**config.mk**
```make
export PLATFORM = sky130hd
export DESIGN_NAME = regfile_seq_ctrl_flat
export DESIGN_NICKNAME = d
export VERILOG_FILES = /design/src/rtl/regfile_pkg.sv /design/src/rtl/regfile_seq_ctrl_if.sv /design/src/rtl/regfile_seq_ctrl.sv /design/src/flat_wrapper.sv
export SDC_FILE = /design/constraint.sdc
export NUM_CORES = 1
export LEC_CHECK = 0
export CAP_MARGIN = 20
export CORE_UTILIZATION = 44
export DETAILED_ROUTE_END_ITERATION = 10
export PLACE_DENSITY_LB_ADDON = 0.05
export SLEW_MARGIN = 20
export SYNTH_ARGS = -nofsm -noshare
export SYNTH_HDL_FRONTEND = slang
export SYNTH_SLANG_ARGS = --single-unit
```
**constraint.sdc**
```tcl
create_clock -name CLK -period 5.1 [get_ports CLK]
set_input_delay 1.53 -clock CLK [delete_from_list [all_inputs] [get_ports CLK]]
set_output_delay 1.53 -clock CLK [all_outputs]
set_load 0.005 [all_outputs]
```
**src/rtl/regfile_pkg.sv**
```systemverilog
// Shared types for the REGFILE_CR program sequencer.
// Holds the opcode and state enums, the opcode field position and a row-field helper.
package regfile_pkg;

    localparam int OP_MSB = 31;
    localparam int OP_LSB = 28;

    typedef enum logic [3:0] {
        OP_NOP  = 4'h0,
        OP_LDA  = 4'h1,
        OP_LDB  = 4'h2,
        OP_EXEC = 4'h3,
        OP_HALT = 4'hF
    } op_e;

    typedef enum logic [2:0] {
        S_IDLE,
        S_FETCH,
        S_DECODE,
        S_ISSUE,
        S_WAIT_EXEC,
        S_DONE,
        S_ERR
    } seq_state_e;

    // The row index sits in the low bits. n is a power of two, so masking
    // with n-1 keeps just the row bits. The caller truncates to its row width.
    function automatic logic [31:0] row_field(input logic [31:0] ins,
                                              input int unsigned n);
        return ins & (n - 1);
    endfunction

endpackage

```
**src/rtl/regfile_seq_ctrl_if.sv**
```systemverilog
// Bundle between the sequencer and REGFILE_CR / PE array.
// master: sequencer side (drives SEQ_*, MAT_VALID/SEL, EXEC_START, BUSY, DONE, ERR).
interface regfile_seq_ctrl_if #(
    parameter int N    = 16,
    parameter int REGN = 512
);
    localparam int PC_W  = $clog2(REGN / 2);
    localparam int ROW_W = $clog2(N);

    logic             START;
    logic             ABORT;
    logic [PC_W-1:0]  SEQ_INS;
    logic [31:0]      INS_OUT;
    logic [ROW_W-1:0] SEQ_DATC;
    logic             MAT_VALID;
    logic             MAT_SEL;
    logic             MAT_READY;
    logic             EXEC_START;
    logic             EXEC_DONE;
    logic             BUSY;
    logic             DONE;
    logic             ERR;

    modport master (
        input  START, ABORT, INS_OUT, MAT_READY, EXEC_DONE,
        output SEQ_INS, SEQ_DATC, MAT_VALID, MAT_SEL,
        output EXEC_START, BUSY, DONE, ERR
    );

    modport slave (
        output START, ABORT, INS_OUT, MAT_READY, EXEC_DONE,
        input  SEQ_INS, SEQ_DATC, MAT_VALID, MAT_SEL,
        input  EXEC_START, BUSY, DONE, ERR
    );

endinterface

```
**src/rtl/regfile_seq_ctrl.sv**
```systemverilog
// Program sequencer: walks the instruction half of REGFILE_CR, issues A/B rows,
// launches compute passes, stops on HALT. Ports: CLK, RSTN (async, active high), bus.
module regfile_seq_ctrl
    import regfile_pkg::*;
#(
    parameter int N       = 16,
    parameter int REGN    = 512,
    parameter int B_START = 256
) (
    input  logic               CLK,
    input  logic               RSTN,
    regfile_seq_ctrl_if.master bus
);

    localparam int PC_W  = $clog2(REGN / 2);
    localparam int ROW_W = $clog2(N);
    localparam logic [PC_W-1:0] PC_LAST = PC_W'(REGN / 2 - 1);

    if (B_START < REGN / 2 || B_START >= REGN || (N & (N - 1)) != 0) begin : g_bad_cfg
        $error("N must be a power of 2 and B_START must lie in the data half");
    end

    seq_state_e       state_q, state_d;
    logic [PC_W-1:0]  pc_q, pc_d;
    logic [ROW_W-1:0] datc_q, datc_d;
    logic             sel_q, sel_d;
    logic             valid_q, valid_d;
    logic             xstart_q, xstart_d;
    logic             busy_q, busy_d;
    logic             done_q, done_d;
    logic             err_q, err_d;

    logic [3:0]       opc;
    logic [ROW_W-1:0] row;
    seq_state_e       adv_state;
    logic [PC_W-1:0]  adv_pc;

    assign opc = bus.INS_OUT[OP_MSB:OP_LSB];
    assign row = ROW_W'(row_field(bus.INS_OUT, N));

    // Completing the last instruction slot is an error; the PC never wraps.
    assign adv_state = (pc_q == PC_LAST) ? S_ERR : S_FETCH;
    assign adv_pc    = (pc_q == PC_LAST) ? pc_q : pc_q + 1'b1;

    always_comb begin
        state_d  = state_q;
        pc_d     = pc_q;
        datc_d   = datc_q;
        sel_d    = sel_q;
        valid_d  = valid_q;
        xstart_d = 1'b0;
        done_d   = 1'b0;
        err_d    = err_q;

        unique case (state_q)
            S_IDLE: begin
                if (bus.START) begin
                    state_d = S_FETCH;
                    pc_d    = '0;
                    err_d   = 1'b0;
                end
            end
            S_FETCH: state_d = S_DECODE;
            S_DECODE: begin
                unique case (opc)
                    OP_NOP: begin
                        state_d = adv_state;
                        pc_d    = adv_pc;
                    end
                    OP_LDA, OP_LDB: begin
                        state_d = S_ISSUE;
                        datc_d  = row;
                        sel_d   = opc[1];
                        valid_d = 1'b1;
                    end
                    OP_EXEC: begin
                        state_d  = S_WAIT_EXEC;
                        xstart_d = 1'b1;
                    end
                    OP_HALT: begin
                        state_d = S_DONE;
                        done_d  = 1'b1;
                    end
                    default: state_d = S_ERR;
                endcase
            end
            S_ISSUE: begin
                if (bus.MAT_READY) begin
                    valid_d = 1'b0;
                    state_d = adv_state;
                    pc_d    = adv_pc;
                end
            end
            // EXEC_DONE is sampled on the EXEC_START cycle too.
            S_WAIT_EXEC: begin
                if (bus.EXEC_DONE) begin
                    state_d = adv_state;
                    pc_d    = adv_pc;
                end
            end
            S_DONE: state_d = S_IDLE;
            S_ERR: begin
                err_d   = 1'b1;
                state_d = S_IDLE;
            end
            default: state_d = S_IDLE;
        endcase

        // Abort overrides everything, including a START seen in IDLE.
        if (bus.ABORT) begin
            state_d  = S_IDLE;
            pc_d     = pc_q;
            datc_d   = datc_q;
            sel_d    = sel_q;
            valid_d  = 1'b0;
            xstart_d = 1'b0;
            done_d   = 1'b0;
            err_d    = err_q;
        end
    end

    assign busy_d = (state_d != S_IDLE);

    always_ff @(posedge CLK or posedge RSTN) begin
        if (RSTN) begin
            state_q  <= S_IDLE;
            pc_q     <= '0;
            datc_q   <= '0;
            sel_q    <= 1'b0;
            valid_q  <= 1'b0;
            xstart_q <= 1'b0;
            busy_q   <= 1'b0;
            done_q   <= 1'b0;
            err_q    <= 1'b0;
        end else begin
            state_q  <= state_d;
            pc_q     <= pc_d;
            datc_q   <= datc_d;
            sel_q    <= sel_d;
            valid_q  <= valid_d;
            xstart_q <= xstart_d;
            busy_q   <= busy_d;
            done_q   <= done_d;
            err_q    <= err_d;
        end
    end

    assign bus.SEQ_INS    = pc_q;
    assign bus.SEQ_DATC   = datc_q;
    assign bus.MAT_SEL    = sel_q;
    assign bus.MAT_VALID  = valid_q;
    assign bus.EXEC_START = xstart_q;
    assign bus.BUSY       = busy_q;
    assign bus.DONE       = done_q;
    assign bus.ERR        = err_q;

endmodule
```
**src/flat_wrapper.sv**
```systemverilog
// flat-port wrapper written by rule: the top's interface ports become plain ports
module regfile_seq_ctrl_flat import regfile_pkg::*;
#(
    parameter int N       = 16,
    parameter int REGN    = 512,
    parameter int B_START = 256
)
  (CLK, RSTN, bus_START, bus_ABORT, bus_INS_OUT, bus_MAT_READY, bus_EXEC_DONE, bus_SEQ_INS, bus_SEQ_DATC, bus_MAT_VALID, bus_MAT_SEL, bus_EXEC_START, bus_BUSY, bus_DONE, bus_ERR);
  regfile_seq_ctrl_if #(.N(N), .REGN(REGN)) bus_i ();
  input  logic CLK;
  input  logic RSTN;
  input wire logic [$bits(bus_i.START)-1:0] bus_START;
  input wire logic [$bits(bus_i.ABORT)-1:0] bus_ABORT;
  input wire logic [$bits(bus_i.INS_OUT)-1:0] bus_INS_OUT;
  input wire logic [$bits(bus_i.MAT_READY)-1:0] bus_MAT_READY;
  input wire logic [$bits(bus_i.EXEC_DONE)-1:0] bus_EXEC_DONE;
  output wire logic [$bits(bus_i.SEQ_INS)-1:0] bus_SEQ_INS;
  output wire logic [$bits(bus_i.SEQ_DATC)-1:0] bus_SEQ_DATC;
  output wire logic [$bits(bus_i.MAT_VALID)-1:0] bus_MAT_VALID;
  output wire logic [$bits(bus_i.MAT_SEL)-1:0] bus_MAT_SEL;
  output wire logic [$bits(bus_i.EXEC_START)-1:0] bus_EXEC_START;
  output wire logic [$bits(bus_i.BUSY)-1:0] bus_BUSY;
  output wire logic [$bits(bus_i.DONE)-1:0] bus_DONE;
  output wire logic [$bits(bus_i.ERR)-1:0] bus_ERR;
  assign bus_i.START = bus_START;
  assign bus_i.ABORT = bus_ABORT;
  assign bus_i.INS_OUT = bus_INS_OUT;
  assign bus_i.MAT_READY = bus_MAT_READY;
  assign bus_i.EXEC_DONE = bus_EXEC_DONE;
  assign bus_SEQ_INS = bus_i.SEQ_INS;
  assign bus_SEQ_DATC = bus_i.SEQ_DATC;
  assign bus_MAT_VALID = bus_i.MAT_VALID;
  assign bus_MAT_SEL = bus_i.MAT_SEL;
  assign bus_EXEC_START = bus_i.EXEC_START;
  assign bus_BUSY = bus_i.BUSY;
  assign bus_DONE = bus_i.DONE;
  assign bus_ERR = bus_i.ERR;
  regfile_seq_ctrl #(.N(N), .REGN(REGN), .B_START(B_START)) u_core (.CLK(CLK), .RSTN(RSTN), .bus(bus_i));
endmodule
```
Word-level counts from Yosys, hierarchy flattened
Cells that the tools add are included.
- memory bits (writable): 0
- ROM bits: 0
- input bits: 38
- memories: 0
- latch bits: 0
- register bits: 21
- word-level logic and storage cells: 63
- bitwise gates (word level): 1
- equal/unequal tests: 16
- reductions and logical operators: 11
- $mul: 0
- add/subtract/negate cells: 1
- shift-type cells: 0
- divide/modulo/power cells: 0
- muxes and demuxes: 25
- $lt $le $gt $ge: 0
- operators with widths (kind ; count):
    2-to-1 mux 8 bit ; 5
    case mux 8 bit (4 select lines) ; 1
    2-to-1 mux 3 bit ; 5
    case mux 3 bit (5 select lines) ; 1
    case mux 3 bit (4 select lines) ; 1
    2-to-1 mux 1 bit ; 10
    AND reduction 3 bit ; 3
    adder 8 x 1 -> 8 bit, second input constant ; 1
    equality test 4 x 2 -> 1 bit, second input constant ; 2
    equality test 8 bit, second input constant ; 1
    equality test 3 x 2 -> 1 bit, second input constant ; 2
    equality test 3 bit, second input constant ; 2
    != test 2 bit, second input constant ; 3
    AND reduction 6 bit ; 1
    nonzero test 3 bit ; 2
    equality test 4 x 1 -> 1 bit, second input constant ; 1
    equality test 4 bit, second input constant ; 1
    logical NOT 4 bit ; 1
    case mux 1 bit (2 select lines) ; 2
    nonzero test 4 bit ; 1
    equality test 3 x 1 -> 1 bit, second input constant ; 1
    logical NOT 3 bit ; 1
    != test 3 x 2 -> 1 bit, second input constant ; 1
    != test 3 bit, second input constant ; 1
    other kinds (4) ; 4

Depth between registers and ports, before layout
Gate-level depths: netlist of the first run.
- depth after elaboration: 6
- depth in mapped cells: 7
- gate-level depth less buffers: 6

Least setup slack after synthesis of the first run
No wires, ideal clock.
- path kind: input -> register
- start: input port bus_INS_OUT[29]
- end: register u_core.pc_q[3], in the netlist u_core.bus.SEQ_INS[3]
- stages on the path: 7
- library setup time: 0.077 ns
- buffers on the path: 2
- data arrival time: 2.907 ns
- path slack: 2.115 ns
- path through: buf_6 nor4_2 a2111o_1 o211ai_2 buf_6 or4_1 a21oi_1
- longest elaborated chain between the ends: 3
- RTL lines (item ; RTL line ; RTL):
    start, declared ; flat_wrapper.sv:14 ; input wire logic [$bits(bus_i.INS_OUT)-1:0] bus_INS_OUT;
    logical NOT 4 bit ; regfile_seq_ctrl.sv:65 ; unique case (opc)
    != test 2 x 1 -> 1 bit (no source line) ; - ;
    AND reduction 6 bit (no source line) ; - ;
    end signal, assigned ; regfile_seq_ctrl.sv:137 ; pc_q <= pc_d;
    end, declared ; regfile_seq_ctrl.sv:24 ; logic [PC_W-1:0] pc_q, pc_d;
No other way between the ends.
A chain may end at the register's enable or synchronous reset.

Worst setup path after layout of the first run
- start: input port bus_INS_OUT[28]
- end: register u_core.pc_q[7], in the netlist u_core.bus.SEQ_INS[7]
The elaborated chain is that of the path after synthesis.

==> results of run 1 <==
## layout make-up
class | count | share of cell area
Clock buffer | 3 | 0.0144
Clock inverter | 1 | 0.00479
Inverter | 4 | 0.00958
Multi-Input combinational cell | 101 | 0.414
Sequential cell | 21 | 0.335
Tap cell | 30 | 0.0239
Timing Repair Buffer | 31 | 0.198
## where the power goes
part / total [uW] / switching, uW / internal (uW)
clock network: 83.5 / 53.6 / 29.9
logic: 118 / 49.9 / 68.2
registers: 208 / 21.4 / 186
## registers in the layout, summed over array words and instances, names as in the netlist
name                   flops
u_core.bus.BUSY            1
u_core.bus.DONE            1
u_core.bus.ERR             1
u_core.bus.EXEC_START      1
u_core.bus.MAT_SEL         1
u_core.bus.MAT_VALID       1
u_core.bus.SEQ_DATC        4
u_core.bus.SEQ_INS         8
u_core.state_q             3
## how the worst max path moves through the flow
stage | start | endpoint | slack (ps) | depth (start not counted)
2_1_floorplan | bus_INS_OUT[29] | u_core.bus.SEQ_INS[3] | 2120 | 7
3_3_place_gp | bus_INS_OUT[29] | u_core.bus.SEQ_INS[7] | 1420 | 6
3_5_place_dp | bus_INS_OUT[29] | u_core.bus.SEQ_INS[7] | 1420 | 6
4_1_cts | bus_INS_OUT[29] | u_core.bus.SEQ_INS[7] | 1740 | 6
5_1_grt | bus_INS_OUT[29] | u_core.bus.SEQ_INS[7] | 1630 | 6
6_report | bus_INS_OUT[28] | u_core.bus.SEQ_INS[7] | 1710 | 6
## cells in the final DEF (no fill, tap or decap), types with 4 or more instances in the layout
cell / count
mux2_2: 7
clkdlybuf4s50_1: 31
or4_1: 4
nand2_1: 12
o21ai_0: 4
a21oi_1: 12
inv_1: 4
dfrtp_1: 21
o31ai_1: 5
nand3_1: 6
nor2_1: 12
## stage by stage
step	util	setup slack [ps]	power, uW	hold WS [ps]	area [sq um]
2_1_floorplan	-	2120	272	504	1240
3_3_place_gp	0.599	1420	326	489	1540
3_5_place_dp	0.599	1420	329	500	1540
4_1_cts	0.611	1740	415	532	1570
5_1_grt	0.611	1630	438	543	1570
6_report	0.611	1710	409	527	1570
## metal layers
| layer | wire (um) | up-vias |
|---|---|---|
| li1 | - | 552 |
| met1 | 1290 | 551 |
| met2 | 1250 | 41 |
| met3 | 219 | 0 |
| met4 | 0 | 0 |
| met5 | 0 | - |
## cell families after synthesis
family                   Yosys count
flip-flops                        21
AO/OA/AOI/OAI                     33
adder cells (fa/ha/maj)            1
multiplexers                       7
XOR/XNOR                           1
buffers and inverters             11
AND/OR/NAND/NOR                   59
==> impl_metrics.csv, run 1 <==
group,metric,value,unit
placed_design,dp_hpwl,2030,um
cts,path_clk_slew,120,ps
final_layout,drive_above_1_share,0.0932,
final_layout,finalNetCount,201,
synth,synth_area_leaders,"dfrtp_1 (43%), mux2_2 (6.4%), a21oi_1 (4.9%), nand2_1 (3.6%), nor2_1 (3.6%)",
synth,synth_area_per_cell,9.29,sq um
critical_path,r2r_slack,2940,ps
global_routing,grt_pass1_wl,4550,um
synth,post-synth-top-count-cell,"dfrtp_1",
sta,finalCritPeriodShare,0.665,
drt,wl_per_cell,14.5,um
sta,finClkSkew,3.56,ps
critical_path,path_cells,"clkdlybuf4s50_1 -> nor4_2 -> a2111o_1 -> o211ai_2 -> or4_1 -> a21oi_1",
global_routing,grt_use_met2,0.323,
die,die_area,3030,sq um
pwr,power.leakage,0.000630,uW
sta,rsz0062_at_grt,"no",
global_routing,grtUsageMet3,0.0820,
cts,cts.hold.buffers_added,0,
critical_path,crit_type,"input pin to flop",
drt,dr.pass1.iters,4,
die,core_area,2570,sq um
global_routing,grt_pass1_vias,1022,
worst_hold_path,hold_depth,1,
critical_path,cp_num_buf_inv,1,
drt,dr_total_vias,1144,
synth,synthesis.nets,172,
critical_path,cp_slowest_cell,"or4_1",
synth,yosys.area_share.simple,0.261,
die,die_x,55.0,um
global_routing,top_usage_layer,"met2",
drt,wl,2760,um
drt,drc,0,
die,ios,56,
synth,yosysWarnings,0,
sta,setup_viol,0,
synth,synth_edf_count,0,
cts,cts-root-buf,"clkbuf_4",
synth,ys_ff_latch,21,
synth,synth_top_area_cell,"dfrtp_1",
cts,post_cts.repair.setup_buffers,0,
worst_hold_path,worstHoldPathType,"flop to flop",
critical_path,crit_family,"simple AND/OR/NAND/NOR gates",
sta,fin_setup_tns,0,ps
global_routing,overflow,0,
cts,cts_resized,0,
cts,clockBufferDepth,2,
synth,yosysUniqueCellTypes,40,
synth,syn_inst,133,
synth,synth_xor_xnor_area_share,0.00709,
critical_path,arrival,3630,ps
final_layout,seq_area,526,sq um
die,rows,18,
sta,post-route-min-period,3390,ps
sta,hold_violations,0,
synth,synth_top_cell_area_share,0.425,
critical_path,reg2reg_from,"u_core.state_q[1]",
final_layout,fin_cells,191,
cts,h-tree-depth,1,
critical_path,cp_max_fo,13,
die,dieHeight,55.0,um
critical_path,critPathCaptureType,"flop",
cts,insertion_delay,310,ps
sta,worstMarginPinSlew,769,ps
sta,max-slew-margin-rel,0.487,
synth,synth_adder_area_share,0.0101,
synth,syn-cell-area,1240,sq um
sta,maxSlewViolCount,0,
placed_design,portBuffers,31,
critical_path,slowest_delay,540,ps
placed_design,gp_congestion,0.840,
cts,cts.sinks,21,
global_routing,gr-usage-all-layers,0.210,
cts,cts_tree,"yes",
synth,ys_seq_area_frac,0.425,
worst_hold_path,hp-start,"u_core.bus.SEQ_DATC[2]",
critical_path,worstRegToRegCells,4,
global_routing,grt_max_degree,22,
critical_path,r2r-end,"u_core.bus.SEQ_INS[0]",
pwr,peakVddDrop,0.000238,V
final_layout,num-fill-cells,229,
final_layout,multi_input_area,649,sq um
die,initial_core_util,0.481,
synth,synth_top_family_by_area,"simple AND/OR/NAND/NOR gates",
synth,ys.flop_type,"dfrtp_1",
cts,cts_made_buffers,3,
drt,drtIter0Drc,41,
sta,fmax,295,MHz
global_routing,met1_usage,0.285,
critical_path,cp-start-kind,"input pin",
status,outcome,"finished clean",
job,maxCapViolCount,0,
synth,synth_compound_area_frac,0.183,
final_layout,num_antenna_cells,0,
pwr,power-per-cell-area,261,nW/um^2
final_layout,area_growth_syn_to_layout,26.8,%
global_routing,antenna_found_initial,0,
synth,async_flop_share,1.00,
synth,ys_top_cells_by_count,"dfrtp_1 (21), a21oi_1 (12), nand2_1 (12), nor2_1 (12), mux2_2 (7)",
drt,viasPerCell,5.99,
worst_hold_path,min_to,"u_core.bus.SEQ_DATC[2]",
placed_design,place_inst,187,
critical_path,required,5340,ps
drt,final_antenna_net_count,0,
synth,synthMuxAreaShare,0.0638,
Note: power is estimated with default switching activity, not from simulation.
==> run 2: changes to the inputs <==
CORE_UTILIZATION = 37   (was 44)
clock period = 3 ns   (was 5.1 ns; I/O delays follow)
==> impl_metrics.csv, run 2 (synthesized netlist as in run 1, its figures left out) <==
group,metric,value,unit
pwr,peakVddDrop,0.000344,V
cts,post_cts.repair.setup_buffers,0,
pwr,netSwitchingFraction,0.303,
placed_design,portBuffers,31,
global_routing,overflow,0,
critical_path,cp-start-kind,"input pin",
placed_design,gp_congestion,0.834,
pwr,pwr-share-seq,0.505,
critical_path,r2r_slack,850,ps
critical_path,path_cells,"clkdlybuf4s50_1 -> nor4_2 -> a2111o_1 -> o211ai_2 -> or4_1 -> a21oi_1",
global_routing,grt_pass1_vias,1047,
global_routing,antenna_found_initial,0,
critical_path,critPathCaptureType,"flop",
final_layout,largest_reg_flops,8,
critical_path,arrival,2900,ps
die,initial_core_util,0.398,
drt,drc,0,
sta,fin_setup_tns,0,ps
critical_path,worstRegToRegCells,4,
final_layout,num_antenna_cells,0,
cts,cts_made_buffers,3,
critical_path,crit_family,"simple AND/OR/NAND/NOR gates",
drt,wl_per_cell,13.3,um
critical_path,cp_max_fo,13,
worst_hold_path,worstHoldPathType,"flop to flop",
cts,cts-root-buf,"clkbuf_4",
pwr,pwr-share-clk,0.205,
global_routing,gr-usage-all-layers,0.177,
cts,clockBufferDepth,2,
sta,finClkSkew,2.16,ps
die,dieHeight,59.8,um
critical_path,path_depth,6,
final_layout,num-fill-cells,310,
die,die_x,59.8,um
drt,dr_total_vias,1146,
final_layout,final_common_cell,"clkdlybuf4s50_1",
final_layout,drive_above_1_share,0.110,
placed_design,dp_hpwl,2060,um
cts,cts_resized,0,
cts,insertion_delay,310,ps
critical_path,cp_num_buf_inv,1,
critical_path,crit_end,"u_core.bus.SEQ_INS[7]",
final_layout,finalNetCount,204,
pwr,p_sw,212,uW
pwr,power.leakage,0.000644,uW
die,die_area,3580,sq um
drt,drtIter0Drc,51,
drt,viasPerCell,5.51,
cts,path_clk_slew,120,ps
critical_path,startpoint,"bus_INS_OUT[28]",
worst_hold_path,hold_depth,1,
sta,worstMarginPinSlew,787,ps
global_routing,grt_max_degree,22,
final_layout,area_growth_syn_to_layout,30.1,%
cts,cts.sinks,21,
sta,hold_violations,0,
placed_design,place_inst,204,
sta,rsz0062_at_grt,"no",
die,ios,56,
critical_path,required,3250,ps
die,rows,20,
job,maxCapViolCount,0,
final_layout,mostFrequentLayoutCells,"clkdlybuf4s50_1 (31), dfrtp_1 (21), a21oi_1 (12), nand2_1 (12), nor2_1 (12)",
sta,maxSlewViolCount,0,
global_routing,grt_pass1_wl,4660,um
critical_path,r2r-end,"u_core.bus.SEQ_INS[1]",
status,outcome,"finished clean",
critical_path,crit_type,"input pin to flop",
drt,wl,2770,um
sta,max-slew-margin-rel,0.475,
critical_path,slowest_delay,530,ps
pwr,power-per-cell-area,435,nW/um^2
cts,cts.hold.buffers_added,0,
pwr,internal_power,487,uW
drt,dr.pass1.iters,4,
sta,finalCritPeriodShare,0.884,
sta,post-route-min-period,2650,ps
final_layout,seq_area,526,sq um
final_layout,fin_cells,208,
die,core_area,3100,sq um
critical_path,reg2reg_from,"u_core.state_q[2]",
sta,setup_viol,0,
pwr,p_total,699,uW
critical_path,cp_slowest_cell,"or4_1",
sta,fmax,377,MHz
sta,holdWs,525,ps
pwr,p_comb_frac,0.290,
cts,cts_tree,"yes",
drt,final_antenna_net_count,0,
final_layout,multi_input_area,649,sq um
cts,h-tree-depth,1,
run 2: cell type report:
class / count / area share
flip-flops and latches: 21 / 0.327
repair buffers: 34 / 0.207
clock buffers: 3 / 0.0140
clock inverters: 1 / 0.00467
well taps: 44 / 0.0342
multi-input cells: 101 / 0.404
inverters: 4 / 0.00934
run 2: power by group through the flow:
stage	Combinational, uW	Clock, uW	Sequential (uW)
global route	224	161	358
global placement	202	0	357
finish	203	143	353
detailed placement	205	0	358
CTS	206	151	353
floorplan	115	0	347
run 2: worst reg2reg max path, stage by stage (launching register included):
cell,delay [ps]
dfrtp_1,570
or3b_1,440
a211oi_2,580
nor2_1,160
mux2_2,300
run 2: per-stage QoR:
| stage | instance area [sq um] | utilization | worst slack (ps) |
|---|---|---|---|
| 6_report | 1610 | 0.518 | 349 |
| 4_1_cts | 1610 | 0.518 | 362 |
| 3_5_place_dp | 1580 | 0.508 | 28.6 |
| 5_1_grt | 1610 | 0.518 | 224 |
| 2_1_floorplan | 1240 | - | 645 |
| 3_3_place_gp | 1580 | 0.508 | 61.5 |
run 2: worst min-delay path by stage:
stage | from | end | slack [ps]
final | u_core.bus.SEQ_DATC[2] | u_core.bus.SEQ_DATC[2] | 520
after floorplan | u_core.bus.MAT_SEL | u_core.bus.MAT_SEL | 500
after detailed placement | u_core.bus.SEQ_DATC[2] | u_core.bus.SEQ_DATC[2] | 500
after global placement | u_core.bus.SEQ_DATC[3] | u_core.bus.SEQ_DATC[3] | 490
after CTS | u_core.bus.SEQ_DATC[2] | u_core.bus.SEQ_DATC[2] | 530
after global routing | u_core.bus.SEQ_DATC[2] | u_core.bus.SEQ_DATC[2] | 540
run 2: per-layer routing:
layer	track usage	vias to the layer above	routed length, um
met3	0.0584	9	205
met4	0.0731	0	69
met1	0.226	534	1300
li1	-	562	-
met5	0	-	0
met2	0.275	41	1190
==> run 3: changes to the inputs <==
CORE_MARGIN = 8   (was not set)
==> impl_metrics.csv, run 3 (synthesized netlist as in run 1, its figures left out) <==
group,metric,value,unit
critical_path,path_cells,"clkdlybuf4s50_1 -> nor4_2 -> a2111o_1 -> o211ai_2 -> or4_1 -> a21oi_1",
global_routing,grt_pass1_vias,1110,
die,die_x,73.8,um
job,maxCapViolCount,0,
drt,final_antenna_net_count,0,
final_layout,area_growth_syn_to_layout,30.0,%
global_routing,grt_max_degree,22,
die,rows,21,
placed_design,portBuffers,31,
drt,dr.pass1.iters,6,
critical_path,required,3240,ps
final_layout,drive_above_1_share,0.104,
final_layout,num_antenna_cells,0,
global_routing,antenna_found_initial,0,
drt,viasPerCell,5.43,
cts,cts-root-buf,"clkbuf_4",
critical_path,critPathCaptureType,"flop",
cts,path_clk_slew,110,ps
global_routing,gr-usage-all-layers,0.117,
critical_path,arrival,2840,ps
final_layout,num-fill-cells,329,
placed_design,dp_hpwl,2300,um
sta,fmax,384,MHz
sta,max-slew-margin-rel,0.460,
die,die_area,5450,sq um
die,ios,56,
die,initial_core_util,0.376,
critical_path,crit_type,"input pin to flop",
sta,post-route-min-period,2610,ps
critical_path,cp_max_fo,13,
sta,hold_violations,0,
cts,insertion_delay,300,ps
cts,cts_made_buffers,3,
drt,wl_per_cell,14.8,um
sta,finalCritPeriodShare,0.869,
critical_path,cp-start-kind,"input pin",
die,core_area,3280,sq um
global_routing,overflow,0,
sta,rsz0062_at_grt,"no",
sta,worstMarginPinSlew,809,ps
pwr,netSwitchingFraction,0.300,
die,dieHeight,73.8,um
pwr,pwr-share-clk,0.196,
pwr,p_comb_frac,0.295,
final_layout,final_common_cell,"clkdlybuf4s50_1",
critical_path,slowest_delay,530,ps
cts,cts.hold.buffers_added,0,
cts,h-tree-depth,1,
status,outcome,"finished clean",
final_layout,finalNetCount,204,
pwr,pwr-share-seq,0.508,
sta,finClkSkew,2.62,ps
drt,drc,0,
sta,setup_viol,0,
cts,cts.sinks,21,
cts,cts_resized,0,
pwr,p_sw,209,uW
worst_hold_path,worstHoldPathType,"flop to flop",
cts,clockBufferDepth,2,
pwr,peakVddDrop,0.000303,V
drt,drtIter0Drc,61,
pwr,power-per-cell-area,434,nW/um^2
cts,post_cts.repair.setup_buffers,0,
global_routing,grt_pass1_wl,5000,um
final_layout,largest_reg_flops,8,
critical_path,cp_slowest_cell,"or4_1",
drt,dr_total_vias,1141,
pwr,power.leakage,0.000645,uW
pwr,p_total,698,uW
pwr,internal_power,488,uW
drt,wl,3110,um
sta,fin_setup_tns,0,ps
cts,cts_tree,"yes",
sta,maxSlewViolCount,0,
placed_design,gp_congestion,0.793,
final_layout,mostFrequentLayoutCells,"clkdlybuf4s50_1 (31), dfrtp_1 (21), a21oi_1 (12), nand2_1 (12), nor2_1 (12)",
## run 3: changes by cell type in the layout (fill, tap and decap cells not counted)
cell,delta
clkbuf_1,+1
clkinvlp_4,-1
## run 3: layout make-up
class / count / area (sq um) / share of cell area
sequential: 21 / 526 / 0.327
multi-input combinational: 101 / 649 / 0.404
tap: 46 / 57.6 / 0.0358
timing repair buffer: 34 / 333 / 0.207
inverter: 4 / 15.0 / 0.00935
clock buffer: 4 / 26.3 / 0.0164
## run 3: worst paths after layout
kind	start	endpoint	slack, ps	cells past startpoint
worst max-delay path	bus_INS_OUT[31]	u_core.bus.SEQ_INS[7]	390	6
worst min-delay path	u_core.bus.SEQ_DATC[2]	u_core.bus.SEQ_DATC[2]	520	1
worst max register to register	u_core.state_q[1]	u_core.bus.SEQ_INS[0]	850	4
worst min register to register	u_core.bus.SEQ_DATC[2]	u_core.bus.SEQ_DATC[2]	520	1
max in group asynchronous	RSTN	u_core.state_q[1]	1470	2
min in group asynchronous	RSTN	u_core.bus.MAT_VALID	1040	2
## run 3: through the flow
stage	instance area, sq um	instances	hold WS, ps	worst slack [ps]	utilization
after floorplan	1240	133	504	645	-
after global placement	1580	206	487	59.7	0.481
after detailed placement	1580	206	492	52.6	0.481
after CTS	1610	210	521	391	0.489
after global routing	1610	210	551	237	0.489
final	1610	210	517	393	0.489
## run 3: worst max-delay path, delay by kind of cell
family	cells	cell delay [ps]
simple gates	2	870
buf+inv	1	480
compound gates	3	580
## run 3: power by group through the flow
stage / clock, uW / combinational (uW) / sequential (uW)
final: 137 / 206 / 355
after global routing: 162 / 228 / 362
after CTS: 146 / 210 / 354
after detailed placement: 0 / 208 / 359
after global placement: 0 / 205 / 357
after floorplan: 0 / 115 / 347
## run 3: routing by layer
metal	wire [um]	up-vias	global-route usage
li1	-	558	-
met1	1380	555	0.136
met2	1470	24	0.191
met3	234	4	0.0546
met4	23	0	0.0244
met5	0	-	0
